===== src/rtl/ram_arb_pkg.sv =====
// Shared types and default parameter values for the RAM port arbiter.
package ram_arb_pkg;

  // CLEAR zero-fills the whole RAM after reset; SERVE arbitrates requesters.
  typedef enum logic [0:0] {
    CLEAR = 1'b0,
    SERVE = 1'b1
  } state_t;

  localparam int DEF_NREQ    = 4;
  localparam int DEF_WIDTHAD = 12;
  localparam int DEF_WIDTH   = 28;

endpackage


===== src/rtl/rr_arbiter.sv =====
// One-hot grant selection starting at i_ptr and wrapping round.
// With i_ptr tied to zero it reduces to lowest-index-wins priority.
module rr_arbiter #(
  parameter int N  = 4,
  parameter int PW = 2
) (
  input  logic [N-1:0]  i_req,
  input  logic [PW-1:0] i_ptr,
  output logic [N-1:0]  o_grant
);

  logic [N-1:0] w_rot;
  logic [N-1:0] w_rot_gnt;

  // Rotate so the pointer sits at bit 0, isolate the lowest set bit, rotate back
  always_comb begin
    w_rot     = N'({i_req, i_req} >> i_ptr);
    w_rot_gnt = w_rot & (~w_rot + 1'b1);
    o_grant   = N'(({w_rot_gnt, w_rot_gnt} << i_ptr) >> N);
  end

endmodule


===== src/rtl/ram_port_arbiter.sv =====
// Multiplexes NREQ requesters onto one single-port synchronous RAM.
// After reset every address is written with zero (CLEAR), then one
// access per cycle is granted (SERVE). Read data returns one cycle
// after the grant on rsp_data with a one-hot rsp_valid.
// Define RAM_ARB_RR_EN for round-robin arbitration; otherwise fixed
// priority with the lowest index winning.
module ram_port_arbiter
  import ram_arb_pkg::*;
#(
  parameter int NREQ    = DEF_NREQ,
  parameter int WIDTHAD = DEF_WIDTHAD,
  parameter int WIDTH   = DEF_WIDTH
) (
  input  logic                    clock0,
  input  logic                    reset,
  input  logic [NREQ-1:0]         req_valid,
  output logic [NREQ-1:0]         req_ready,
  input  logic [NREQ-1:0]         req_we,
  input  logic [NREQ*WIDTHAD-1:0] req_addr,
  input  logic [NREQ*WIDTH-1:0]   req_data,
  output logic [NREQ-1:0]         rsp_valid,
  output logic [WIDTH-1:0]        rsp_data,
  output logic [WIDTHAD-1:0]      ram_address,
  output logic                    ram_wren,
  output logic [WIDTH-1:0]        ram_data,
  input  logic [WIDTH-1:0]        ram_q,
  output logic                    init_done
);

  localparam int PW = (NREQ > 1) ? $clog2(NREQ) : 1;
  localparam logic [WIDTHAD-1:0] LAST_ADDR = '1;

  state_t              r_state;
  state_t              w_state_nxt;
  logic [WIDTHAD-1:0]  r_cnt;
  logic [NREQ-1:0]     r_rsp_vld;
  logic [PW-1:0]       w_ptr;
  logic [NREQ-1:0]     w_arb_grant;
  logic [NREQ-1:0]     w_grant;

  rr_arbiter #(
    .N  (NREQ),
    .PW (PW)
  ) u_rr_arbiter (
    .i_req   (req_valid),
    .i_ptr   (w_ptr),
    .o_grant (w_arb_grant)
  );

  // Grants only exist in SERVE and are suppressed while reset is held
  assign w_grant = (r_state == SERVE && !reset) ? w_arb_grant : '0;

`ifdef RAM_ARB_RR_EN
  logic [PW-1:0] r_ptr;
  logic [PW-1:0] w_ptr_nxt;

  // Next pointer: the requester just after the one granted this cycle
  always_comb begin
    w_ptr_nxt = r_ptr;
    for (int i = 0; i < NREQ; i++) begin
      if (w_grant[i]) w_ptr_nxt = (i == NREQ - 1) ? '0 : PW'(i + 1);
    end
  end

  // Priority pointer register
  always_ff @(posedge clock0) begin
    if (reset) r_ptr <= '0;
    else       r_ptr <= w_ptr_nxt;
  end

  assign w_ptr = r_ptr;
`else
  assign w_ptr = '0;
`endif

  // State register
  always_ff @(posedge clock0) begin
    if (reset) r_state <= CLEAR;
    else       r_state <= w_state_nxt;
  end

  // Next state: leave CLEAR only after the last address has been written
  always_comb begin
    w_state_nxt = r_state;
    if (r_state == CLEAR && r_cnt == LAST_ADDR) w_state_nxt = SERVE;
  end

  // Sweep counter; stops at the last address so it never wraps
  always_ff @(posedge clock0) begin
    if (reset)                                     r_cnt <= '0;
    else if (r_state == CLEAR && r_cnt != LAST_ADDR) r_cnt <= r_cnt + 1'b1;
  end

  // RAM port and grant outputs; everything quiet while reset is high
  always_comb begin
    req_ready   = '0;
    ram_address = '0;
    ram_wren    = 1'b0;
    ram_data    = '0;
    if (!reset) begin
      case (r_state)
        CLEAR: begin
          ram_address = r_cnt;
          ram_wren    = 1'b1;
        end
        SERVE: begin
          req_ready = w_grant;
          for (int i = 0; i < NREQ; i++) begin
            if (w_grant[i]) begin
              ram_address = req_addr[i*WIDTHAD +: WIDTHAD];
              ram_wren    = req_we[i];
              ram_data    = req_data[i*WIDTH +: WIDTH];
            end
          end
        end
        default: ;
      endcase
    end
  end

  // Remember which requester's read lands on ram_q next cycle
  always_ff @(posedge clock0) begin
    if (reset) r_rsp_vld <= '0;
    else       r_rsp_vld <= w_grant & ~req_we;
  end

  assign rsp_valid = reset ? '0 : r_rsp_vld;
  assign rsp_data  = ram_q;
  assign init_done = (r_state == SERVE) && !reset;

endmodule

===== config.mk =====
export PLATFORM = sky130hd
export DESIGN_NAME = ram_port_arbiter
export DESIGN_NICKNAME = d
export VERILOG_FILES = /design/src/rtl/ram_arb_pkg.sv /design/src/rtl/rr_arbiter.sv /design/src/rtl/ram_port_arbiter.sv
export SDC_FILE = /design/constraint.sdc
export NUM_CORES = 1
export LEC_CHECK = 0
export BUFFER_PORTS_ARGS = -buffer_cell sky130_fd_sc_hd__buf_2
export CORE_AREA = 2 2 108 110
export DETAILED_ROUTE_END_ITERATION = 7
export DIE_AREA = 0 0 110 112
export PLACE_DENSITY = 0.67
export SLEW_MARGIN = 20
export SYNTH_ARGS = -nofsm -noshare
export SYNTH_HDL_FRONTEND = slang
export SYNTH_SLANG_ARGS = --single-unit

===== constraint.sdc =====
create_clock -name clock0 -period 2.5 [get_ports clock0]
set_clock_uncertainty 0.05 [all_clocks]
set_input_delay 0.25 -clock clock0 [delete_from_list [all_inputs] [get_ports clock0]]
set_output_delay 0.25 -clock clock0 [all_outputs]
set_load 0.005 [all_outputs]

# After elaboration in Yosys (flattened, before gate mapping)
# Cells that the tools add are included.
dict set report totals {
  regBits 17
  wordCells 38
  inputBits 198
}
dict set report op_classes {
  eq_ne 2
  add_sub_neg 2
  n_reduce_logical 4
  muxes 22
  bitwise_logic 5
}
# op n
set op_table {}
lappend op_table {{$mux 28} 6}
lappend op_table {{$mux 12} 5}
lappend op_table {{$pmux 12 s2} 1}
lappend op_table {{$mux 4} 4}
lappend op_table {{$add 12x1->12 const B} 1}
lappend op_table {{$eq 12x12->1 const B} 1}
lappend op_table {{$ne 12x12->1 const B} 1}
lappend op_table {{$and 4x4->4} 2}
lappend op_table {{$not 4->4} 2}
lappend op_table {{$mux 1} 5}
lappend op_table {{$add 4x1->4 const B} 1}
lappend op_table {{$logic_and 1x1->1} 3}
lappend op_table {{$pmux 1 s2} 1}
lappend op_table {{$logic_not 1->1} 1}
lappend op_table {{$not 1->1} 1}

# Depth between registers and ports, before layout
dict set report depth {
  depth_word 10
  mapped_depth 7
  mapped_depth_nobuf 5
}

# Hierarchy
# Synthesis repeated with hierarchy kept, for this count alone.
dict set report unflattened {
  hier_cells 355
  area_unflattened_um2 2602.5
}
# module cells_per_inst area_per_inst_um2 n_inst seq_area_each_um2
set modules_own_cells {}
lappend modules_own_cells {ram_port_arbiter 339 2503.7 1 340.3}
lappend modules_own_cells {rr_arbiter 16 98.8 1 0.0}

# Worst setup path before layout
# Ideal clock, no wire load.
dict set report synth_path {
  path_type {input to output}
  from {in reset}
  to {out ram_address[0]}
  t_arrival_ps 1250
  required_time_ps 2200
  stages 7
  slack_ps 950
  path_buffers 2
  cell_sequence {buf_6 > nor3b_4 > nand3_2 > inv_2 > buf_6 > a22oi_2 > a211oi_2}
}
dict set report synth_via {
  elab_chain_cells 9
}
# item line
set synth_lines {}
lappend synth_lines {{start: declaration} ram_port_arbiter.sv:15} ;# input logic reset,
lappend synth_lines {{$logic_not 1->1} ram_port_arbiter.sv:51} ;# assign w_grant = (r_state == SERVE && !reset) ? w_arb_grant : '0;
lappend synth_lines {{$logic_and 1x1->1} ram_port_arbiter.sv:51}
lappend synth_lines {{$mux 4} ram_port_arbiter.sv:51}
lappend synth_lines {{$mux 12 (4 in a row)} ram_port_arbiter.sv:109} ;# if (w_grant[i]) begin
lappend synth_lines {{$pmux 12 s2} ram_port_arbiter.sv:101} ;# case (r_state)
lappend synth_lines {{$mux 12 (*)} ram_port_arbiter.sv:100} ;# if (!reset) begin
lappend synth_lines {{end: declaration} ram_port_arbiter.sv:23} ;# output logic [WIDTHAD-1:0] ram_address,
# Mark *: on every way between the ends. The rest lies on a longest branch, timed or not.

# Worst setup path after layout
dict set report layout_path {
  from {reg r_state}
  to {out ram_data[7]}
}
dict set report layout_via {
  elab_chain_cells 8
}
# item line
set layout_lines {}
lappend layout_lines {{start: declaration} ram_port_arbiter.sv:33} ;# state_t r_state;
lappend layout_lines {{start signal: assignment} ram_port_arbiter.sv:79} ;# else r_state <= w_state_nxt;
lappend layout_lines {{$logic_and 1x1->1} ram_port_arbiter.sv:51}
lappend layout_lines {{$mux 4} ram_port_arbiter.sv:51}
lappend layout_lines {{$mux 28 (4 in a row)} ram_port_arbiter.sv:109}
lappend layout_lines {{$mux 28 (*)} ram_port_arbiter.sv:101}
lappend layout_lines {{$mux 28 (*)} ram_port_arbiter.sv:100}
lappend layout_lines {{end: declaration} ram_port_arbiter.sv:25} ;# output logic [WIDTH-1:0] ram_data,
# Marked as above.

==> flow_summary.json <==
{
  "start_util_pct": 21.29,
  "grt_max_degree": 34,
  "power.switching_uw": 198.5,
  "synthSimpleGateAreaFrac_pct": 26.56,
  "start_kind": "flop",
  "drive_gt1_share_pct": 51.66,
  "worstPathRequired_ps": 2200,
  "synth_xor_area_share_pct": 0.7365,
  "rows": 39,
  "path_class": "flop to output port",
  "cts-root-buf": "clkbuf_16",
  "r2r_end": "r_cnt[3]$_SDFFE_PP0P_",
  "synth_ff_type": "dfxtp_1",
  "power.share.sequential_pct": 35.1,
  "clock_path_buffers": 2,
  "globalplace.congestion": 0.9412,
  "crit_fanout": 22,
  "netlist_instances": 339,
  "critPathLaunch": "r_state$_SDFFE_PP0P_",
  "postCtsResizedCells": 0,
  "cp.arrival_ps": 1960,
  "r2r_start": "r_cnt[0]$_SDFFE_PP0P_",
  "numCtsBuffers": 3,
  "p_clk_share_pct": 41.2,
  "num_vias": 3187,
  "worstSkewPairLatency_ps": 250,
  "run_status": "finished clean",
  "synthMuxAreaShare_pct": 0.8417,
  "min_to": "r_rsp_vld[3]$_SDFF_PP0_",
  "layout.nets": 713,
  "die_y_microns": 112,
  "numPortBuffers": 219,
  "remaining_drc_errors": 0,
  "maxCapViolations": 0,
  "power_frac_comb_pct": 23.7,
  "grt_setup_unrepaired": "false",
  "ys_ff_latch": 17,
  "track_usage_pct": 15.79,
  "tns_ps": 0,
  "dp_slack_ps": 479.2,
  "yosysWarnings": 0,
  "synth_compound_area_share_pct": 40.29,
  "antenna_left": 0,
  "postPlaceCellArea_sq_um": 3363,
  "first_pass_iters": 4,
  "internal-power_uw": 601.1,
  "crit_path_end_kind": "output port",
  "r2r_slack_ps": 850,
  "switching_share_pct": 24.83,
  "timing.fmax_mhz": 443.5,
  "setup_ws_ps": 245.0,
  "drtIter0Drc": 138,
  "grt_pass1_wl_mm": 15.04,
  "antenna_found_initial": 3,
  "area_growth_pct": 45.08,
  "wl_per_cell_microns": 15.94,
  "synth_top_family_by_area": "compound AO/OA/AOI/OAI gates",
  "h-tree-depth": 1,
  "drv_slew": 0,
  "tightest_slew_ps": 516.3,
  "grt_overflow": 0,
  "routed_wl_mm": 10.51,
  "synth_enable_flop_cells": 0,
  "syn_area_per_cell_sq_um": 7.016,
  "via_per_inst": 4.836,
  "die_area_sq_um": 12320,
  "r2r_cells": 5,
  "synth_nets": 538,
  "yosysUniqueCellTypes": 50,
  "whs_path_depth": 2,
  "min_path_type": "input pin to flop",
  "tritoncts": "done",
  "ir_worst_vdd_mv": 0.1992,
  "grt_pass1_vias": 3017,
  "min_period_over_period_pct": 90.20,
  "yosysSeqAreaShare_pct": 14.31,
  "post-dp-hpwl_mm": 8.510,
  "clkSlewWorstSetupHoldPaths_ps": 50,
  "powerDensity_nw_per_um2": 231.7,
  "power.leakage_nw": 1.617,
  "postCtsHoldBufs": 0,
  "hold_path_startpoint": "req_we[3]",
  "min_period_ps": 2255,
  "die_width_microns": 110,
  "hold_violations": 0,
  "setup_viol": 0,
  "core-area_sq_um": 11170,
  "max_slew_margin_pct": 65.54,
  "cts_setup_buffers": 0,
  "clock_sinks": 17,
  "synth_area_sq_um": 2379,
  "yosys.area_share.adder_pct": 0.5260,
  "async_flop_share_pct": 0,
  "ios": 276,
  "stdcell_area_sq_um": 3451
}
metal layers:
layer,GRT usage [%],vias to the layer above,wire length (microns)
li1,-,1576,-
met1,18.33,1425,4174
met2,28.06,172,5183
met3,3.864,14,991
met4,4.810,0,157
met5,0,-,0
power groups by stage:
stage	registers [mW]	clock network (mW)	logic [mW]
after detailed placement	0.287	0	0.188
after global routing	0.281	0.346	0.208
after floorplan	0.286	0	0.0794
after CTS	0.281	0.335	0.189
after global placement	0.287	0	0.188
final	0.281	0.330	0.189
cells by family (layout without fill, tap and decap cells):
family	count (synthesis)	after routing
AO/OA/AOI/OAI	124	124
XOR/XNOR	2	2
adder cells (fa/ha/maj)	1	1
buffers and inverters	62	236
flip-flops	17	17
multiplexers	2	2
other	0	3
AND/OR/NAND/NOR	131	131
synth_stat cells, types with 4 or more instances:
master / number / area, sq um
nand2_1: 46 / 172.7
dfxtp_1: 17 / 340.3
a211oi_2: 11 / 137.6
o21ai_1: 29 / 145.1
a221oi_1: 30 / 262.8
buf_4: 31 / 232.7
a22oi_2: 10 / 125.1
clkbuf_1: 8 / 30.03
nor2b_1: 7 / 43.79
nor2_1: 51 / 191.4
o21ai_0: 4 / 20.02
buf_2: 14 / 70.07
buf_6: 4 / 45.04
a21oi_1: 23 / 115.1
metrics by stage:
stage                     std cells  total power, mW  hold slack [ps]  util, %
after floorplan                 339           0.3649            271.6        -
after global placement          652           0.4742            392.7    30.10
after detailed placement        652           0.4745            383.3    30.10
after CTS                       656           0.8049            119.0    30.81
after global routing            658           0.8356            125.6    30.86
final                           659           0.7996            119.7    30.88
placed cells by master, fill, tap and decap left out, drive strengths merged, types with 3 or more instances in the layout:
| master | netlist | final |
|---|---|---|
| a21oi | 23 | 23 |
| nor2b | 7 | 7 |
| nand4 | 3 | 3 |
| a22oi | 12 | 12 |
| diode | 0 | 3 |
| a221oi | 30 | 30 |
| nor2 | 51 | 51 |
| nand2 | 46 | 46 |
| clkbuf | 9 | 3 |
| o21bai | 3 | 3 |
| nand3 | 4 | 4 |
| o21ai | 33 | 33 |
| nor4 | 3 | 3 |
| inv | 4 | 4 |
| or3 | 3 | 3 |
| a211oi | 13 | 13 |
| dfxtp | 17 | 17 |
| nand2b | 4 | 4 |
| buf | 49 | 228 |
worst max-delay path, cell delays in order, from the launching register on:
cell and delay, ps:
dfxtp_1 330, buf_4 240, or3b_1 530, a21oi_1 250, a21oi_1 100, o21ai_1 130, buf_2 120
sequential cells by signal (all words and copies together), names as in the netlist:
signal,count
r_cnt,12
r_rsp_vld,4
r_state,1
worst max path at each step:
stage	endpoint	slack [ps]
after floorplan	ram_address[0]	950
after global placement	ram_data[27]	480
after detailed placement	ram_data[17]	480
after CTS	ram_address[6]	240
after global routing	ram_data[27]	80
final	ram_data[7]	240
cell type report:
class                   count  area (sq um)
multi-input cells         260          1640
clock buffers               3         75.07
diodes                      3         7.507
flip-flops and latches     17         340.3
clock inverters             1         5.005
well taps                 143         178.9
inverters                   4         15.01
fillers                  1216          7724
repair buffers            228          1189
(Power assumes the default switching activity.)
